### config.mk
export PLATFORM = sky130hd
export DESIGN_NAME = spi_prot_rx_flat
export DESIGN_NICKNAME = d
export VERILOG_FILES = /design/src/rtl/spi_prot_rx_if.sv /design/src/rtl/spi_prot_rx.sv /design/src/flat_wrapper.sv
export SDC_FILE = /design/constraint.sdc
export NUM_CORES = 1
export LEC_CHECK = 0
export BUFFER_PORTS_ARGS = -buffer_cell sky130_fd_sc_hd__clkbuf_2
export CAP_MARGIN = 40
export CORE_ASPECT_RATIO = 2
export CORE_MARGIN = 2
export CORE_UTILIZATION = 45
export CTS_CLUSTER_DIAMETER = 50
export CTS_CLUSTER_SIZE = 10
export DETAILED_ROUTE_END_ITERATION = 10
export MAX_ROUTING_LAYER = met4
export PLACE_DENSITY = 0.74
export SYNTH_ARGS = -nofsm -noshare
export SYNTH_HDL_FRONTEND = slang
export SYNTH_SLANG_ARGS = --single-unit
### constraint.sdc
create_clock -name clk -period 2 [get_ports clk]
set_input_delay 0.6 -clock clk [delete_from_list [all_inputs] [get_ports clk]]
set_output_delay 0.6 -clock clk [all_outputs]
set_load 0.02 [all_outputs]
### src/rtl/spi_prot_rx_if.sv
// Signal bundle between the snooped SPI lines / trigger config and spi_prot_rx.
// master drives the pins and config, slave is the receiver.
interface spi_prot_rx_if;
  logic        SS_n;
  logic        SCLK;
  logic        MOSI;
  logic        edg;
  logic        len8;
  logic [15:0] mask;
  logic [15:0] match;
  logic        SPItrig;
  logic [15:0] rx_data;
  logic [4:0]  bit_cnt;

  modport master (
    output SS_n, SCLK, MOSI, edg, len8, mask, match,
    input  SPItrig, rx_data, bit_cnt
  );

  modport slave (
    input  SS_n, SCLK, MOSI, edg, len8, mask, match,
    output SPItrig, rx_data, bit_cnt
  );
endinterface

### src/rtl/spi_prot_rx.sv
// Passive SPI snooper: shifts in a frame and pulses SPItrig when the word seen
// at SS_n rise matches the masked compare value.
//
// state | meaning
// IDLE  | SS_n high, SCLK ignored, rx_data/bit_cnt hold last frame
// RX    | SS_n low, shifting on the selected SCLK edge
module spi_prot_rx (
  input  logic             clk,
  input  logic             rst_n,
  spi_prot_rx_if.slave     bus
);

  typedef enum logic {IDLE, RX} state_t;

  state_t      r_state;
  logic        r_ss_ff1, r_ss_ff2, r_ss_ff3;
  logic        r_sclk_ff1, r_sclk_ff2, r_sclk_ff3;
  logic        r_mosi_ff1, r_mosi_ff2, r_mosi_ff3;
  logic [15:0] r_rx_data;
  logic [4:0]  r_bit_cnt;
  logic        r_trig;

  logic        w_ss_fall, w_ss_rise;
  logic        w_sclk_fall, w_sclk_rise;
  logic        w_shift;
  logic [15:0] w_rx_next;
  logic [4:0]  w_cnt_next;
  logic        w_hit8, w_hit16, w_hit;

  assign w_ss_fall   = ~r_ss_ff2 & r_ss_ff3;
  assign w_ss_rise   =  r_ss_ff2 & ~r_ss_ff3;
  assign w_sclk_fall = ~r_sclk_ff2 & r_sclk_ff3;
  assign w_sclk_rise =  r_sclk_ff2 & ~r_sclk_ff3;
  assign w_shift     = bus.edg ? w_sclk_rise : w_sclk_fall;

  // Compare sees the post-shift word when an SCLK edge coincides with SS_n rise.
  assign w_rx_next  = w_shift ? {r_rx_data[14:0], r_mosi_ff3} : r_rx_data;
  assign w_cnt_next = (w_shift && (r_bit_cnt != 5'd31)) ? r_bit_cnt + 5'd1 : r_bit_cnt;

  assign w_hit8  = (((w_rx_next[7:0] ^ bus.match[7:0]) & ~bus.mask[7:0]) == 8'h00)
                   && (w_cnt_next >= 5'd8);
  assign w_hit16 = (((w_rx_next ^ bus.match) & ~bus.mask) == 16'h0000)
                   && (w_cnt_next >= 5'd16);
  assign w_hit   = bus.len8 ? w_hit8 : w_hit16;

  always_ff @(posedge clk or negedge rst_n) begin
    if (!rst_n) begin
      r_state    <= IDLE;
      r_ss_ff1   <= 1'b1;
      r_ss_ff2   <= 1'b1;
      r_ss_ff3   <= 1'b1;
      r_sclk_ff1 <= 1'b1;
      r_sclk_ff2 <= 1'b1;
      r_sclk_ff3 <= 1'b1;
      r_mosi_ff1 <= 1'b0;
      r_mosi_ff2 <= 1'b0;
      r_mosi_ff3 <= 1'b0;
      r_rx_data  <= 16'h0000;
      r_bit_cnt  <= 5'd0;
      r_trig     <= 1'b0;
    end else begin
      r_ss_ff1   <= bus.SS_n;
      r_ss_ff2   <= r_ss_ff1;
      r_ss_ff3   <= r_ss_ff2;
      r_sclk_ff1 <= bus.SCLK;
      r_sclk_ff2 <= r_sclk_ff1;
      r_sclk_ff3 <= r_sclk_ff2;
      r_mosi_ff1 <= bus.MOSI;
      r_mosi_ff2 <= r_mosi_ff1;
      r_mosi_ff3 <= r_mosi_ff2;
      r_trig     <= 1'b0;
      case (r_state)
        IDLE: begin
          if (w_ss_fall) begin
            r_state   <= RX;
            r_rx_data <= 16'h0000;
            r_bit_cnt <= 5'd0;
          end
        end
        RX: begin
          r_rx_data <= w_rx_next;
          r_bit_cnt <= w_cnt_next;
          if (w_ss_rise) begin
            r_state <= IDLE;
            r_trig  <= w_hit;
          end
        end
        default: r_state <= IDLE;
      endcase
    end
  end

  assign bus.SPItrig = r_trig;
  assign bus.rx_data = r_rx_data;
  assign bus.bit_cnt = r_bit_cnt;

endmodule

### src/flat_wrapper.sv
// flat-port wrapper written by rule: the top's interface ports become plain ports
module spi_prot_rx_flat 
  (clk, rst_n, bus_SS_n, bus_SCLK, bus_MOSI, bus_edg, bus_len8, bus_mask, bus_match, bus_SPItrig, bus_rx_data, bus_bit_cnt);
  spi_prot_rx_if bus_i ();
  input  logic clk;
  input  logic rst_n;
  input wire logic [$bits(bus_i.SS_n)-1:0] bus_SS_n;
  input wire logic [$bits(bus_i.SCLK)-1:0] bus_SCLK;
  input wire logic [$bits(bus_i.MOSI)-1:0] bus_MOSI;
  input wire logic [$bits(bus_i.edg)-1:0] bus_edg;
  input wire logic [$bits(bus_i.len8)-1:0] bus_len8;
  input wire logic [$bits(bus_i.mask)-1:0] bus_mask;
  input wire logic [$bits(bus_i.match)-1:0] bus_match;
  output wire logic [$bits(bus_i.SPItrig)-1:0] bus_SPItrig;
  output wire logic [$bits(bus_i.rx_data)-1:0] bus_rx_data;
  output wire logic [$bits(bus_i.bit_cnt)-1:0] bus_bit_cnt;
  assign bus_i.SS_n = bus_SS_n;
  assign bus_i.SCLK = bus_SCLK;
  assign bus_i.MOSI = bus_MOSI;
  assign bus_i.edg = bus_edg;
  assign bus_i.len8 = bus_len8;
  assign bus_i.mask = bus_mask;
  assign bus_i.match = bus_match;
  assign bus_SPItrig = bus_i.SPItrig;
  assign bus_rx_data = bus_i.rx_data;
  assign bus_bit_cnt = bus_i.bit_cnt;
  spi_prot_rx u_core (.clk(clk), .rst_n(rst_n), .bus(bus_i));
endmodule
---- Word-level counts from Yosys, hierarchy flattened ----
Index checks and enable logic that the tools add are counted.
storage, ports and cells
  register bits after elaboration ......... 32
  output and inout bits ................... 22
operators by class
  bitwise logic cells ..................... 15
  eq/ne operators ......................... 2
  $lt $le $gt $ge ......................... 2
  mux-type cells .......................... 13
  reductions and logical operators ........ 5
  add/subtract/negate cells ............... 1
operators with widths
  kind                   number
  $mux W16               2
  $pmux W16 S2           1
  $and A16 B16 Y16       1
  $logic_not A16 Y1      1
  $not A16 Y16           1
  $xor A16 B16 Y16       1
  $mux W5                2
  $pmux W5 S2            1
  $and A8 B8 Y8          1
  $logic_not A8 Y1       1
  $not A8 Y8             1
  $xor A8 B8 Y8          1
  $mux W1                6
  $add A5 B1 Y5 const B  1
  $ge A5 B4 Y1 const B   1
  $ge A5 B5 Y1 const B   1
  $ne A5 B5 Y1 const B   1
  $not A1 Y1             5
  $and A1 B1 Y1          4
  $logic_and A1 B1 Y1    3
  $ne A2 B1 Y1 const B   1
  $pmux W1 S2            1

---- Depth between registers and ports, before layout ----
  word-level depth ........................ 11
  depth in mapped cells ................... 8
  mapped depth without buffers ............ 8

---- Worst setup path after synthesis ----
OpenSTA, ideal clock, no wires.
  kind .................................... register to register
  from .................................... register u_core.r_bit_cnt[0], in the netlist u_core.bus.bit_cnt[0]
  to ...................................... register u_core.r_trig, in the netlist u_core.bus.SPItrig
  period minus slack after synthesis ...... 2.225 ns
  setup time .............................. 0.122 ns
  arrival time ............................ 2.103 ns
  required time ........................... 1.878 ns
  buffers on the path ..................... 0
  setup slack ............................. -0.225 ns
  cell stages (with the launch flop) ...... 8
  cell sequence ........................... dfrtp_1 ha_1 and3_1 ha_1 or2_4 mux2_4 o32a_1 o2111a_1
on the way
  word-level cells in the longest chain between the ends .. 8
  elaborated cells on any way between the ends .. 11
  those cells by class .................... 1 x add/sub; 2 x order compare; 1 x eq/ne; 4 x mux; 3 x reduce/logical
ends and longest elaborated chain
  element                                                                line                                  text
  start: declaration                                                     spi_prot_rx.sv:20                     logic [4:0] r_bit_cnt;
  start signal: assignment                                               spi_prot_rx.sv:82                     r_bit_cnt <= w_cnt_next;
  parallel branches: the longest is 2 deep, another holds $add A5 B1 Y5  --
  $mux W5 *                                                              spi_prot_rx.sv:38                     assign w_cnt_next = (w_shift && (r_bit_cnt != 5'd31)) ? r_bit_cnt + 5'd1 : r_bit_cnt;
  $ge A5 B5 Y1 / $ge A5 B4 Y1 (equally long branches)                    spi_prot_rx.sv:43, spi_prot_rx.sv:41
  $logic_and A1 B1 Y1, on equally long branches                          spi_prot_rx.sv:43, spi_prot_rx.sv:41
  $mux W1 *                                                              spi_prot_rx.sv:44                     assign w_hit = bus.len8 ? w_hit8 : w_hit16;
  $mux W1 *                                                              spi_prot_rx.sv:83                     if (w_ss_rise) begin
  $mux W1 *                                                              spi_prot_rx.sv:72                     case (r_state)
  end signal: assignment                                                 spi_prot_rx.sv:85                     r_trig <= w_hit;
  end: declaration                                                       spi_prot_rx.sv:21                     logic r_trig;
Every way passes the cells marked *.
A chain may end at the register's enable or synchronous reset.

---- Worst setup path after layout ----
  from .................................... register u_core.r_sclk_ff2
  to ...................................... register u_core.r_trig, in the netlist u_core.bus.SPItrig
on the way
  word-level cells in the longest chain between the ends .. 11
  elaborated cells on any way between the ends .. 20
  those cells by class .................... 2 x order compare; 6 x mux; 7 x bitwise; 5 x reduce/logical
ends and longest elaborated chain
  element                                                       line                                  text
  start: declaration                                            spi_prot_rx.sv:17                     logic r_sclk_ff1, r_sclk_ff2, r_sclk_ff3;
  start signal: assignment                                      spi_prot_rx.sv:66                     r_sclk_ff2 <= r_sclk_ff1;
  $not A1 Y1                                                    spi_prot_rx.sv:32                     assign w_sclk_fall = ~r_sclk_ff2 & r_sclk_ff3;
  $and A1 B1 Y1                                                 spi_prot_rx.sv:32
  $mux W1 *                                                     spi_prot_rx.sv:34                     assign w_shift = bus.edg ? w_sclk_rise : w_sclk_fall;
  $mux W16                                                      spi_prot_rx.sv:37                     assign w_rx_next = w_shift ? {r_rx_data[14:0], r_mosi_ff3} : r_rx_data;
  $xor A16 B16 Y16 / $xor A8 B8 Y8 (equally long branches)      spi_prot_rx.sv:42, spi_prot_rx.sv:40
  $and A16 B16 Y16 / $and A8 B8 Y8 (equally long branches)      spi_prot_rx.sv:42, spi_prot_rx.sv:40
  $logic_not A16 Y1 / $logic_not A8 Y1 (equally long branches)  spi_prot_rx.sv:42, spi_prot_rx.sv:40
  $logic_and A1 B1 Y1, on equally long branches                 spi_prot_rx.sv:43, spi_prot_rx.sv:41
  $mux W1 *                                                     spi_prot_rx.sv:44
  $mux W1 *                                                     spi_prot_rx.sv:83
  $mux W1 *                                                     spi_prot_rx.sv:72
Every way passes the cells marked *; elsewhere a longest branch is shown, timed or not.

==> impl_metrics.env <==
export IMPL_cts_buffer_depth=2
export IMPL_period_share_pct=108
export IMPL_drive_above_1_share_pct=44.3
export IMPL_cts_root_buffer="clkbuf_8"
export IMPL_pwr_density_cell_mw_per_mm2=838
export IMPL_setup_violations=1
export IMPL_grt_ovfl_total=0
export IMPL_power_static_leakage_nw=1.34
export IMPL_hold_violations=0
export IMPL_finClkSkew_ps=11.8
export IMPL_synth_top_area_share_pct=32.1
export IMPL_synth_area_leaders="dfrtp_1 32%, dfstp_2 7.8%, xor2_1 6.0%, o21ai_0 5.2%, nand2_1 3.7%"
export IMPL_vias_per_cell=5.59
export IMPL_drc=0
export IMPL_path_max_fanout=6
export IMPL_dieArea_sq_mm=0.00509
export IMPL_firstDrtPassIters=4
export IMPL_syn_nets=257
export IMPL_end_kind="flop"
export IMPL_fin_ws_ps=-150
export IMPL_tightestPinTransition_ps=465
export IMPL_synth_flop_cell="dfrtp_1"
export IMPL_fp_coreArea_sq_mm=0.00434
export IMPL_rows=34
export IMPL_timing_final_crit_period_ps=2150
export IMPL_grt_pass1_wl_um=9310
export IMPL_place_ws_ps=-466
export IMPL_ys_types=46
export IMPL_clock_latency_ps=290
export IMPL_area_growth_pct=38.5
export IMPL_grt_pass1_vias=2042
export IMPL_synth_edff_count=0
export IMPL_synth_area_sq_mm=0.00203
export IMPL_initial_core_util_pct=46.7
export IMPL_ios=61
export IMPL_postCtsHoldBufs=0
export IMPL_cts_tree="built"
export IMPL_antenna_left=0
export IMPL_status="finished with violations"
export IMPL_fin_tns_setup_ps=-150
export IMPL_avgSynthCellArea_sq_um=9.38
export IMPL_synth_seq_area_share_pct=39.9
export IMPL_synth_cells=216
export IMPL_fill_cells=399
export IMPL_clk_pin_slew_worst_paths_ps=70
export IMPL_yosys_area_top_type="dfrtp_1"
export IMPL_drt_wl_total_um=5810
export IMPL_rsz0062_at_grt="yes"
export IMPL_slew_headroom_pct=68.5
export IMPL_cts_made_buffers=5
export IMPL_ir_drop_mv=0.674
export IMPL_dpl_hpwl_um=4300
export IMPL_hold_class="primary input to async pin"
export IMPL_cap_violations=0
export IMPL_diodes=0
export IMPL_fin_total_pwr_w=0.00235
export IMPL_yosysWarningCount=0
export IMPL_vias=2006
export IMPL_drtIter0Drc=38
export IMPL_clock_sinks=32
export IMPL_cts_htree_levels=2
export IMPL_violations="negative setup slack"
export IMPL_final_nets=345
export IMPL_portBuffers=60
export IMPL_die_x_um=51.5
export IMPL_cp_required_ps=2190
export IMPL_placed_area_sq_mm=0.00264
export IMPL_async_flop_share_pct=100
export IMPL_cp_arrival_ps=2340
export IMPL_fin_area_sq_mm=0.00281
export IMPL_finalMaxSlewViolations=0
export IMPL_gp_congestion=0.862
export IMPL_synth_seq_cells=32
export IMPL_crit_type="flop to flop"
export IMPL_grt_usage_pct=25.0
export IMPL_startpoint_type="flop"
export IMPL_grt_max_degree=22
export IMPL_fmax_mhz=465
export IMPL_wl_per_cell_um=16.2
export IMPL_antenna_found_initial=0
export IMPL_die_h_um=98.9
==> layout by cell type, fill, tap and decap left out, types with 6 or more instances in the layout <==
master    instances
clkbuf_2         60
buf_4            31
dfrtp_1          24
o21ai_0          21
nand2_1          20
nor3_1           14
xor2_1           13
nor2b_1          12
o22ai_1          10
a21oi_1           9
clkbuf_8          7
o311ai_1          6
dfstp_2           6
==> where the power goes <==
group          internal, W  switching [W]  total, W
Sequential        0.000740       0.000127  0.000867
Clock             0.000440       0.000253  0.000692
Combinational     0.000361       0.000432  0.000794
==> critical path, stage by stage (launching register included) <==
cell and delay [ps]:
dfstp_2 600, nor2b_4 200, a22oi_4 70, buf_6 130
or2_4 240, mux2_4 310, o32a_1 360, o2111a_1 130
==> stage by stage <==
step	util, %	cells	hold slack (ps)
2_1_floorplan	-	216	304
3_3_place_gp	60.8	350	335
3_5_place_dp	60.8	350	335
4_1_cts	64.4	360	234
5_1_grt	64.7	359	266
6_report	64.7	359	233
==> flip-flops by register name, indices dropped and copies added (netlist names) <==
signal / count
u_core.bus.bit_cnt: 5
u_core.r_ss_ff1: 1
u_core.r_ss_ff2: 1
u_core.r_state: 1
u_core.r_mosi_ff1: 1
u_core.r_sclk_ff2: 1
u_core.bus.SPItrig: 1
u_core.r_mosi_ff2: 1
u_core.r_sclk_ff3: 1
u_core.r_mosi_ff3: 1
u_core.r_ss_ff3: 1
u_core.r_sclk_ff1: 1
u_core.bus.rx_data: 16
==> logic make-up after synthesis <==
family,synth area share [%]
adder cells (fa/ha/maj),1.23
AO/OA/AOI/OAI,25.9
XOR/XNOR,6.91
multiplexers,2.72
AND/OR/NAND/NOR,18.8
flip-flops,39.9
buffers and inverters,4.57
==> repair_timing <==
item / 4_1_cts / 5_1_grt
setup buffers: 2 / 0
gates resized for setup: 4 / 4
endpoints found under the setup margin: 1 / 3
pin swaps: 3 / 2
==> synthesized netlist by cell type, types with 3 or more instances <==
cell	number
a211oi_2	3
a21oi_1	9
a22o_1	4
and3b_1	5
buf_2	5
clkbuf_1	6
dfrtp_1	26
dfstp_2	6
inv_1	4
mux2i_1	4
nand2_1	20
nor2b_1	12
nor3_1	14
nor3b_1	3
o21ai_0	21
o21ai_1	5
o22ai_1	11
o311ai_1	6
o311ai_2	3
or2_2	3
xor2_1	14
==> area by class of cell <==
type                    instances  area, sq um  area share [%]
repair buffers                 95          596            21.2
clock inverters                 1         30.0            1.07
well taps                      54         67.6            2.41
inverters                       5         18.8           0.668
flip-flops and latches         32          811            28.9
clock buffers                   7         96.3            3.43
multi-input cells             165         1190            42.3
==> metal layers <==
metal  share of wire (%)  vias to the layer above  GRT usage, %  wire [um]
met5                   0                        -             -          0
met4                 2.4                        0          10.1        142
met3                 4.3                       12          3.03        252
met2                  57                       66          45.5       3300
met1                  36                      953          26.0       2120
li1                    -                      975             -          -
==> path summary, 6_finish.rpt <==
| kind | start | end | slack, ps | cells after the start |
|---|---|---|---|---|
| max | u_core.r_sclk_ff2$_DFF_PN1_ | u_core.bus.SPItrig$_DFF_PN0_ | -150 | 7 |
| max reg2reg | u_core.r_sclk_ff2$_DFF_PN1_ | u_core.bus.SPItrig$_DFF_PN0_ | -150 | 7 |
| min in group clk | u_core.r_mosi_ff2$_DFF_PN0_ | u_core.r_mosi_ff3$_DFF_PN0_ | 350 | 0 |
| min reg2reg | u_core.r_mosi_ff2$_DFF_PN0_ | u_core.r_mosi_ff3$_DFF_PN0_ | 350 | 0 |
| max in group asynchronous | rst_n | u_core.r_sclk_ff3$_DFF_PN1_ | 1190 | 2 |
| min | rst_n | u_core.r_state$_DFF_PN0_ | 230 | 1 |
Note: power is estimated with default switching activity, not from simulation.
